**src/rtl/peripheral_gpio_irq_apb4.sv**
```systemverilog
`default_nettype none
// +--------------------------------------------------------------------------+
// | Module      : peripheral_gpio_irq_apb4                                   |
// | Description : APB4 GPIO peripheral with per-pin open-drain mode,         |
// |               level/edge interrupt triggers, write-1-to-clear status     |
// |               and byte-strobed register writes.                          |
// |               Optional input debounce enabled by GPIO_DEBOUNCE_EN.       |
// | Revision    : 1.0 - initial release                                      |
// +--------------------------------------------------------------------------+
module peripheral_gpio_irq_apb4 #(
    parameter int PDATA_SIZE = 32,
    parameter int PADDR_SIZE = 4,
    parameter int GPIO_PINS  = 16,
    parameter int SYNC_DEPTH = 2
) (
    input  logic                    PCLK,
    input  logic                    PRESET,
    input  logic                    PSEL,
    input  logic                    PENABLE,
    input  logic [PADDR_SIZE-1:0]   PADDR,
    input  logic                    PWRITE,
    input  logic [PDATA_SIZE/8-1:0] PSTRB,
    input  logic [PDATA_SIZE-1:0]   PWDATA,
    output logic [PDATA_SIZE-1:0]   PRDATA,
    output logic                    PREADY,
    output logic                    PSLVERR,
    input  logic [GPIO_PINS-1:0]    gpio_i,
    output logic [GPIO_PINS-1:0]    gpio_o,
    output logic [GPIO_PINS-1:0]    gpio_oe,
    output logic                    irq_o
);

    // Register indices
    localparam logic [PADDR_SIZE-1:0] c_IDX_MODE     = PADDR_SIZE'(0);
    localparam logic [PADDR_SIZE-1:0] c_IDX_DIR      = PADDR_SIZE'(1);
    localparam logic [PADDR_SIZE-1:0] c_IDX_OUTPUT   = PADDR_SIZE'(2);
    localparam logic [PADDR_SIZE-1:0] c_IDX_INPUT    = PADDR_SIZE'(3);
    localparam logic [PADDR_SIZE-1:0] c_IDX_TTYPE    = PADDR_SIZE'(4);
    localparam logic [PADDR_SIZE-1:0] c_IDX_LVL0     = PADDR_SIZE'(5);
    localparam logic [PADDR_SIZE-1:0] c_IDX_LVL1     = PADDR_SIZE'(6);
    localparam logic [PADDR_SIZE-1:0] c_IDX_STATUS   = PADDR_SIZE'(7);
    localparam logic [PADDR_SIZE-1:0] c_IDX_IRQ_ENA  = PADDR_SIZE'(8);
`ifdef GPIO_DEBOUNCE_EN
    localparam logic [PADDR_SIZE-1:0] c_IDX_DEBOUNCE = PADDR_SIZE'(9);
    localparam logic [PADDR_SIZE-1:0] c_IDX_LAST     = PADDR_SIZE'(9);
`else
    localparam logic [PADDR_SIZE-1:0] c_IDX_LAST     = PADDR_SIZE'(8);
`endif

    // Programmer-visible registers
    logic [GPIO_PINS-1:0]  r_mode;
    logic [GPIO_PINS-1:0]  r_direction;
    logic [GPIO_PINS-1:0]  r_output;
    logic [GPIO_PINS-1:0]  r_trig_type;
    logic [GPIO_PINS-1:0]  r_lvl0;
    logic [GPIO_PINS-1:0]  r_lvl1;
    logic [GPIO_PINS-1:0]  r_status;
    logic [GPIO_PINS-1:0]  r_irq_ena;

    // Bus-side registered outputs
    logic [PDATA_SIZE-1:0] r_prdata;
    logic                  r_slverr;
    logic                  r_irq;

    // Input path
    logic [GPIO_PINS-1:0]  r_sync [SYNC_DEPTH];
    logic [GPIO_PINS-1:0]  w_sync_out;
    logic [GPIO_PINS-1:0]  w_in_s;
    logic [GPIO_PINS-1:0]  r_in_d;

    // Bus decode and write helpers
    logic                  w_wr_en;
    logic                  w_rd_setup;
    logic                  w_mapped;
    logic [GPIO_PINS-1:0]  w_wmask;
    logic [GPIO_PINS-1:0]  w_wpins;
    logic [GPIO_PINS-1:0]  w_clr;
    logic [GPIO_PINS-1:0]  w_hit;
    logic [PDATA_SIZE-1:0] w_rdata;
    logic                  w_unused_ok;

    assign w_wr_en    = PSEL & PENABLE & PWRITE;
    assign w_rd_setup = PSEL & ~PENABLE & ~PWRITE;
    assign w_mapped   = (PADDR <= c_IDX_LAST);
    assign w_wpins    = PWDATA[GPIO_PINS-1:0];

    // Data and strobe bits above the pin count carry no state
    assign w_unused_ok = ^{PWDATA, PSTRB};

    // Expand the byte strobes to one enable per pin bit
    for (genvar i = 0; i < GPIO_PINS; i++) begin : g_wmask
        assign w_wmask[i] = PSTRB[i/8];
    end

    function automatic logic [GPIO_PINS-1:0] f_merge(
        input logic [GPIO_PINS-1:0] old_val,
        input logic [GPIO_PINS-1:0] new_val,
        input logic [GPIO_PINS-1:0] mask
    );
        return (old_val & ~mask) | (new_val & mask);
    endfunction

`ifdef GPIO_DEBOUNCE_EN
    logic [15:0]          r_debounce;
    logic [15:0]          r_cnt [GPIO_PINS];
    logic [GPIO_PINS-1:0] r_deb_s;
    logic [15:0]          w_dmask;

    assign w_dmask = {{8{PSTRB[1]}}, {8{PSTRB[0]}}};
`endif

    // Byte-strobed writes to the read/write configuration registers
    always_ff @(posedge PCLK or posedge PRESET) begin
        if (PRESET) begin
            r_mode      <= '0;
            r_direction <= '0;
            r_output    <= '0;
            r_trig_type <= '0;
            r_lvl0      <= '0;
            r_lvl1      <= '0;
            r_irq_ena   <= '0;
`ifdef GPIO_DEBOUNCE_EN
            r_debounce  <= '0;
`endif
        end else if (w_wr_en) begin
            case (PADDR)
                c_IDX_MODE:     r_mode      <= f_merge(r_mode, w_wpins, w_wmask);
                c_IDX_DIR:      r_direction <= f_merge(r_direction, w_wpins, w_wmask);
                c_IDX_OUTPUT:   r_output    <= f_merge(r_output, w_wpins, w_wmask);
                c_IDX_TTYPE:    r_trig_type <= f_merge(r_trig_type, w_wpins, w_wmask);
                c_IDX_LVL0:     r_lvl0      <= f_merge(r_lvl0, w_wpins, w_wmask);
                c_IDX_LVL1:     r_lvl1      <= f_merge(r_lvl1, w_wpins, w_wmask);
                c_IDX_IRQ_ENA:  r_irq_ena   <= f_merge(r_irq_ena, w_wpins, w_wmask);
`ifdef GPIO_DEBOUNCE_EN
                c_IDX_DEBOUNCE: r_debounce  <= (r_debounce & ~w_dmask) | (PWDATA[15:0] & w_dmask);
`endif
                default: ;
            endcase
        end
    end

    // Multi-flop synchroniser for the asynchronous pin inputs
    always_ff @(posedge PCLK or posedge PRESET) begin
        if (PRESET) begin
            for (int k = 0; k < SYNC_DEPTH; k++) begin
                r_sync[k] <= '0;
            end
        end else begin
            r_sync[0] <= gpio_i;
            for (int k = 1; k < SYNC_DEPTH; k++) begin
                r_sync[k] <= r_sync[k-1];
            end
        end
    end

    assign w_sync_out = r_sync[SYNC_DEPTH-1];

`ifdef GPIO_DEBOUNCE_EN
    // Per-pin stability counter: adopt a new level once it has held N+1 cycles
    always_ff @(posedge PCLK or posedge PRESET) begin
        if (PRESET) begin
            r_deb_s <= '0;
            for (int p = 0; p < GPIO_PINS; p++) begin
                r_cnt[p] <= '0;
            end
        end else begin
            for (int p = 0; p < GPIO_PINS; p++) begin
                if (w_sync_out[p] == r_deb_s[p]) begin
                    r_cnt[p] <= '0;
                end else if (r_cnt[p] == r_debounce) begin
                    r_deb_s[p] <= w_sync_out[p];
                    r_cnt[p]   <= '0;
                end else begin
                    r_cnt[p] <= r_cnt[p] + 16'd1;
                end
            end
        end
    end

    assign w_in_s = r_deb_s;
`else
    assign w_in_s = w_sync_out;
`endif

    // One-cycle history of the conditioned input for edge detection
    always_ff @(posedge PCLK or posedge PRESET) begin
        if (PRESET) begin
            r_in_d <= '0;
        end else begin
            r_in_d <= w_in_s;
        end
    end

    // Level mode compares the current value; edge mode compares against history
    assign w_hit = ( r_trig_type & ((r_lvl1 & w_in_s & ~r_in_d) | (r_lvl0 & ~w_in_s & r_in_d)))
                 | (~r_trig_type & ((r_lvl1 & w_in_s)           | (r_lvl0 & ~w_in_s)));

    assign w_clr = (w_wr_en && (PADDR == c_IDX_STATUS)) ? (w_wpins & w_wmask) : '0;

    // Sticky trigger status: new hits win over a simultaneous W1C clear
    always_ff @(posedge PCLK or posedge PRESET) begin
        if (PRESET) begin
            r_status <= '0;
        end else begin
            r_status <= (r_status & ~w_clr) | w_hit;
        end
    end

    // Interrupt follows the registered status by one cycle
    always_ff @(posedge PCLK or posedge PRESET) begin
        if (PRESET) begin
            r_irq <= 1'b0;
        end else begin
            r_irq <= |(r_status & r_irq_ena);
        end
    end

    // Read-data selection; unmapped indices return zero
    always_comb begin
        w_rdata = '0;
        case (PADDR)
            c_IDX_MODE:     w_rdata = PDATA_SIZE'(r_mode);
            c_IDX_DIR:      w_rdata = PDATA_SIZE'(r_direction);
            c_IDX_OUTPUT:   w_rdata = PDATA_SIZE'(r_output);
            c_IDX_INPUT:    w_rdata = PDATA_SIZE'(w_in_s);
            c_IDX_TTYPE:    w_rdata = PDATA_SIZE'(r_trig_type);
            c_IDX_LVL0:     w_rdata = PDATA_SIZE'(r_lvl0);
            c_IDX_LVL1:     w_rdata = PDATA_SIZE'(r_lvl1);
            c_IDX_STATUS:   w_rdata = PDATA_SIZE'(r_status);
            c_IDX_IRQ_ENA:  w_rdata = PDATA_SIZE'(r_irq_ena);
`ifdef GPIO_DEBOUNCE_EN
            c_IDX_DEBOUNCE: w_rdata = PDATA_SIZE'(r_debounce);
`endif
            default:        w_rdata = '0;
        endcase
    end

    // Read data captured in the setup cycle and held until the next read
    always_ff @(posedge PCLK or posedge PRESET) begin
        if (PRESET) begin
            r_prdata <= '0;
        end else if (w_rd_setup) begin
            r_prdata <= w_rdata;
        end
    end

    // Error flag raised for exactly the access cycle of an unmapped access
    always_ff @(posedge PCLK or posedge PRESET) begin
        if (PRESET) begin
            r_slverr <= 1'b0;
        end else begin
            r_slverr <= PSEL & ~PENABLE & ~w_mapped;
        end
    end

    assign PRDATA  = r_prdata;
    assign PSLVERR = r_slverr;
    assign PREADY  = 1'b1;
    assign irq_o   = r_irq;

    // Open-drain pins never drive high: they release (oe=0) to signal a one
    assign gpio_o  = r_output & ~r_mode;
    assign gpio_oe = r_direction & ~(r_mode & r_output);

endmodule
`default_nettype wire
```
**config.mk**
```make
export PLATFORM = sky130hd
export DESIGN_NAME = peripheral_gpio_irq_apb4
export DESIGN_NICKNAME = d
export VERILOG_FILES = /design/src/rtl/peripheral_gpio_irq_apb4.sv
export SDC_FILE = /design/constraint.sdc
export NUM_CORES = 1
export LEC_CHECK = 0
export ABC_AREA = 1
export CORE_MARGIN = 1
export CORE_UTILIZATION = 50
export DETAILED_ROUTE_END_ITERATION = 8
export GPL_ROUTABILITY_DRIVEN = 0
export GPL_TIMING_DRIVEN = 0
export PLACE_DENSITY_LB_ADDON = 0.1
export SLEW_MARGIN = 10
export SYNTH_ARGS = -nofsm -noshare
export SYNTH_HDL_FRONTEND = slang
export SYNTH_SLANG_ARGS = --single-unit
```
**constraint.sdc**
```tcl
create_clock -name PCLK -period 20 [get_ports PCLK]
set_input_delay 4 -clock PCLK [delete_from_list [all_inputs] [get_ports PCLK]]
set_output_delay 4 -clock PCLK [all_outputs]
set_load 0.01 [all_outputs]
```
* After elaboration in Yosys (flattened, before gate mapping) *
Index checks and enable logic that the tools add are counted.

storage, ports and cells
  bits in read-only memories = 0
  register bits = 210
  bits of input ports = 61
  latch bits = 0
  RAM bits = 0
  memories = 0

cells by class
  magnitude comparators = 1
  equality and inequality tests = 8
  bitwise operators = 45
  $add $sub $neg = 0
  muxes and demuxes = 2
  shift operators = 0
  divide/modulo/power cells = 0
  reduce and logical (&&, ||, !) cells = 10
  multiply operators = 0

operator list
  cell                                                             count
  16-bit AND                                                       19
  16-bit OR                                                        11
  16-bit one-hot mux with 9 select lines                           1
  16-bit NOT                                                       7
  4-bit by 3-bit == test with 1-bit output, second input constant  4
  16-bit two-way mux                                               1
  16-bit OR reduction                                              1
  2-bit AND reduction                                              7
  4-bit by 2-bit == test with 1-bit output, second input constant  2
  1-bit AND                                                        5
  4-bit by 1-bit == test with 1-bit output, second input constant  1
  4-bit == test, second input constant                             1
  4-bit <= comparator, second input constant                       1
  4-bit logical NOT                                                1
  1-bit NOT                                                        3
  1-bit logical AND                                                1

* Logic depth before layout (Yosys ltp) *
  depth in word-level cells = 7
  mapped depth = 10

* Worst setup path before layout *
OpenSTA, ideal clock, no wires.

  kind = input -> register
  start point = input port PADDR[0]
  end point = register with a tool-made name
  cell stages on the path = 8
  setup slack = 14955 ps
  buffers on the path = 2
  arrival time = 4919 ps
  cells stage by stage = buf_4 -> nor2_8 -> nand2_2 -> nor3_2 -> nand2_1 -> buf_2 -> nand2_1 -> o21ai_1

RTL lines
  what                line  source
  start: declaration  20    input logic [PADDR_SIZE-1:0] PADDR,

==> impl_metrics.tcl <==
set metrics [dict create \
    post-route-period-util 0.288 \
    rows 48 \
    worstMarginPinSlew_ns 0.687 \
    dieArea_mm2 0.0181 \
    grt_max_degree 119 \
    synth_area_mm2 0.00879 \
    ant_nets 0 \
    failed_checks "design-rule violations" \
    setup_slack_ns 14.23 \
    utilization 0.619 \
    drv_slew 0 \
    route.detailed.drc 1 \
    drive_gt1_frac 0.103 \
    wire_per_inst_um 17.7 \
    cap_violations 0 \
    grt-ovfl-total 0 \
    initialDrtViolationCount 1009 \
    ys_seq_area_frac 0.552 \
    post-cts-setup-buffers 0 \
    cts_resized 0 \
    power_leakage_uw 0.00496 \
    crit_path_max_fanout 4 \
    setup_viol 0 \
    synth_ff_type "dfrtp_1" \
    vias 7746 \
    final_cell_mix "289 x nand2_1, 194 x dfrtp_1, 147 x nand3_1, 93 x o21ai_1, 88 x clkdlybuf4s50_1" \
    synthToLayoutAreaGrowth_pct 21.4 \
    ios 128 \
    hold_viol_final 0 \
    ys_async_sr_fraction 1.00 \
    fmax_ghz 0.173 \
    synth_largest_area_cell "dfrtp_1" \
    crit_type "register to primary output" \
    grt_pass1_vias 6947 \
    hp-class "register to register" \
    crit_arrival_ns 1.77 \
    die_h_um 135 \
    grtUsageTotal 0.286 \
    dpl_worst_slack_ns 13.94 \
    port_buffers 88 \
    wirelength_um 24700 \
    outcome "complete, but fails checks" \
    intPower_uw 662 \
    via_per_inst 5.56 \
    htreeDepth 4 \
    synth_area_per_cell_um2 8.52 \
    yosys-top-cells-area "dfrtp_1 55%, nand2_1 12%, nand3_1 8.4%" \
    coreArea_mm2 0.0172 \
    p_sw_frac 0.276 \
    syn_inst 1032 \
    nets 1216 \
    power_density_mw_per_mm2 85.6 \
    diodes 0 \
    final.setup.tns_ns 0 \
    fillCellCount 1529 \
    p_total_uw 914 \
    synth_edf_count 0 \
    fin_worst_skew_ns 0.00657 \
    rsz0062_at_grt "false" \
    critPathRequiredTime_ns 16.00 \
    synth_seq_cells 194 \
    cts_inserted_buffers 17 \
    worstSetupEndpointType "primary output" \
    postCtsHoldBufs 0 \
    hpwl_um 17300 \
    cts_root_buf "clkbuf_16" \
    grt_antenna_before_repair 0 \
    period_needed_ns 5.77 \
    slew_headroom 0.542 \
    start_kind "register" \
    start_util 0.510 \
    synth_cell_type_count 26 \
    first_pass_iters 7 \
    cts_tree "built" \
    clkTransAtPathRegs_ns 0.07 \
    grt_pass1_wl_um 39000 \
    clkLatencyLatePin_ns 0.44 \
    power_frac_clock 0.394 \
    pwr-share-comb 0.120 \
    yosys_warnings 0 \
    cts.sinks 194 \
    yosysTopAreaCellShare 0.552 \
    p_seq_frac 0.486 \
    ir_worst_vdd_mv 0.0676 \
    switching_power_uw 252 \
    mostFrequentLayoutCell "nand2_1" \
    die_w_um 135 \
    cts_max_path_buffers 2 \
]
==> synth_stat cells, types with 10 or more instances <==
master,count
o21ai_0,51
buf_2,29
nor2_1,67
a21boi_0,16
a31oi_1,16
nand2_1,289
nand3_2,10
inv_1,56
nand3_1,147
o21ai_1,93
dfrtp_1,194
buf_4,24
==> critical path: stages, from the launching register on <==
cell and delay, ns:
dfrtp_1 0.42, a21boi_0 0.32, clkdlybuf4s50_1 0.60
==> power groups by stage <==
stage          registers [uW]  logic [uW]  clock network, uW
6_report                  444         110                361
5_1_grt                   448         121                381
4_1_cts                   443         109                365
3_5_place_dp              451         109                  0
3_3_place_gp              450         106                  0
2_1_floorplan             446        60.9                  0
==> worst paths after layout <==
check	slack [ns]	cells after the start	from	end
setup / recovery	14.23	2	register	gpio_oe[10]
hold / removal	0.35	0	r_sync[28]	w_in_s[12]
setup reg to reg	18.72	4	r_status[9]	irq_o
max in group asynchronous	15.01	3	PRESET	PRDATA[0]
hold reg to reg	0.35	0	r_sync[28]	w_in_s[12]
min in group asynchronous	4.03	2	PRESET	r_sync[27]
==> stage by stage <==
stage                     hold WS, ns  cell area (um^2)  std cells
final                           0.351             10700       1393
after global routing            0.354             10700       1393
after CTS                       0.351             10700       1393
after detailed placement        0.335             10000       1361
after global placement          0.331             10000       1360
after floorplan                 0.331              8850       1047
==> final cells by class <==
class | count | area, um^2 | share of cell area
flip-flops and latches | 194 | 4850 | 0.455
multi-input cells | 729 | 3390 | 0.318
plain buffers | 64 | 374 | 0.0350
clock inverters | 14 | 191 | 0.0179
clock buffers | 18 | 439 | 0.0411
repair buffers | 89 | 908 | 0.0851
well taps | 225 | 282 | 0.0264
inverters | 60 | 233 | 0.0218
==> logic make-up (layout without fill, tap and decap cells) <==
family	count (synthesis)	after routing	synth area share
AO/OA/AOI/OAI	178	178	0.109
buffers and inverters	124	245	0.0682
flip-flops	194	194	0.552
other	2	17	0.000854
AND/OR/NAND/NOR	534	534	0.270
==> routing by layer <==
metal  wire length, um  track usage  part of all wire  up-vias
li1                  -            -                 -     3632
met5                 0            0                 0        -
met3              2150       0.0529             0.087       55
met1             11300        0.428              0.46     3648
met2             10700        0.410              0.43      411
met4               605        0.112             0.024        0
Power figures use the tool's default switching activity.
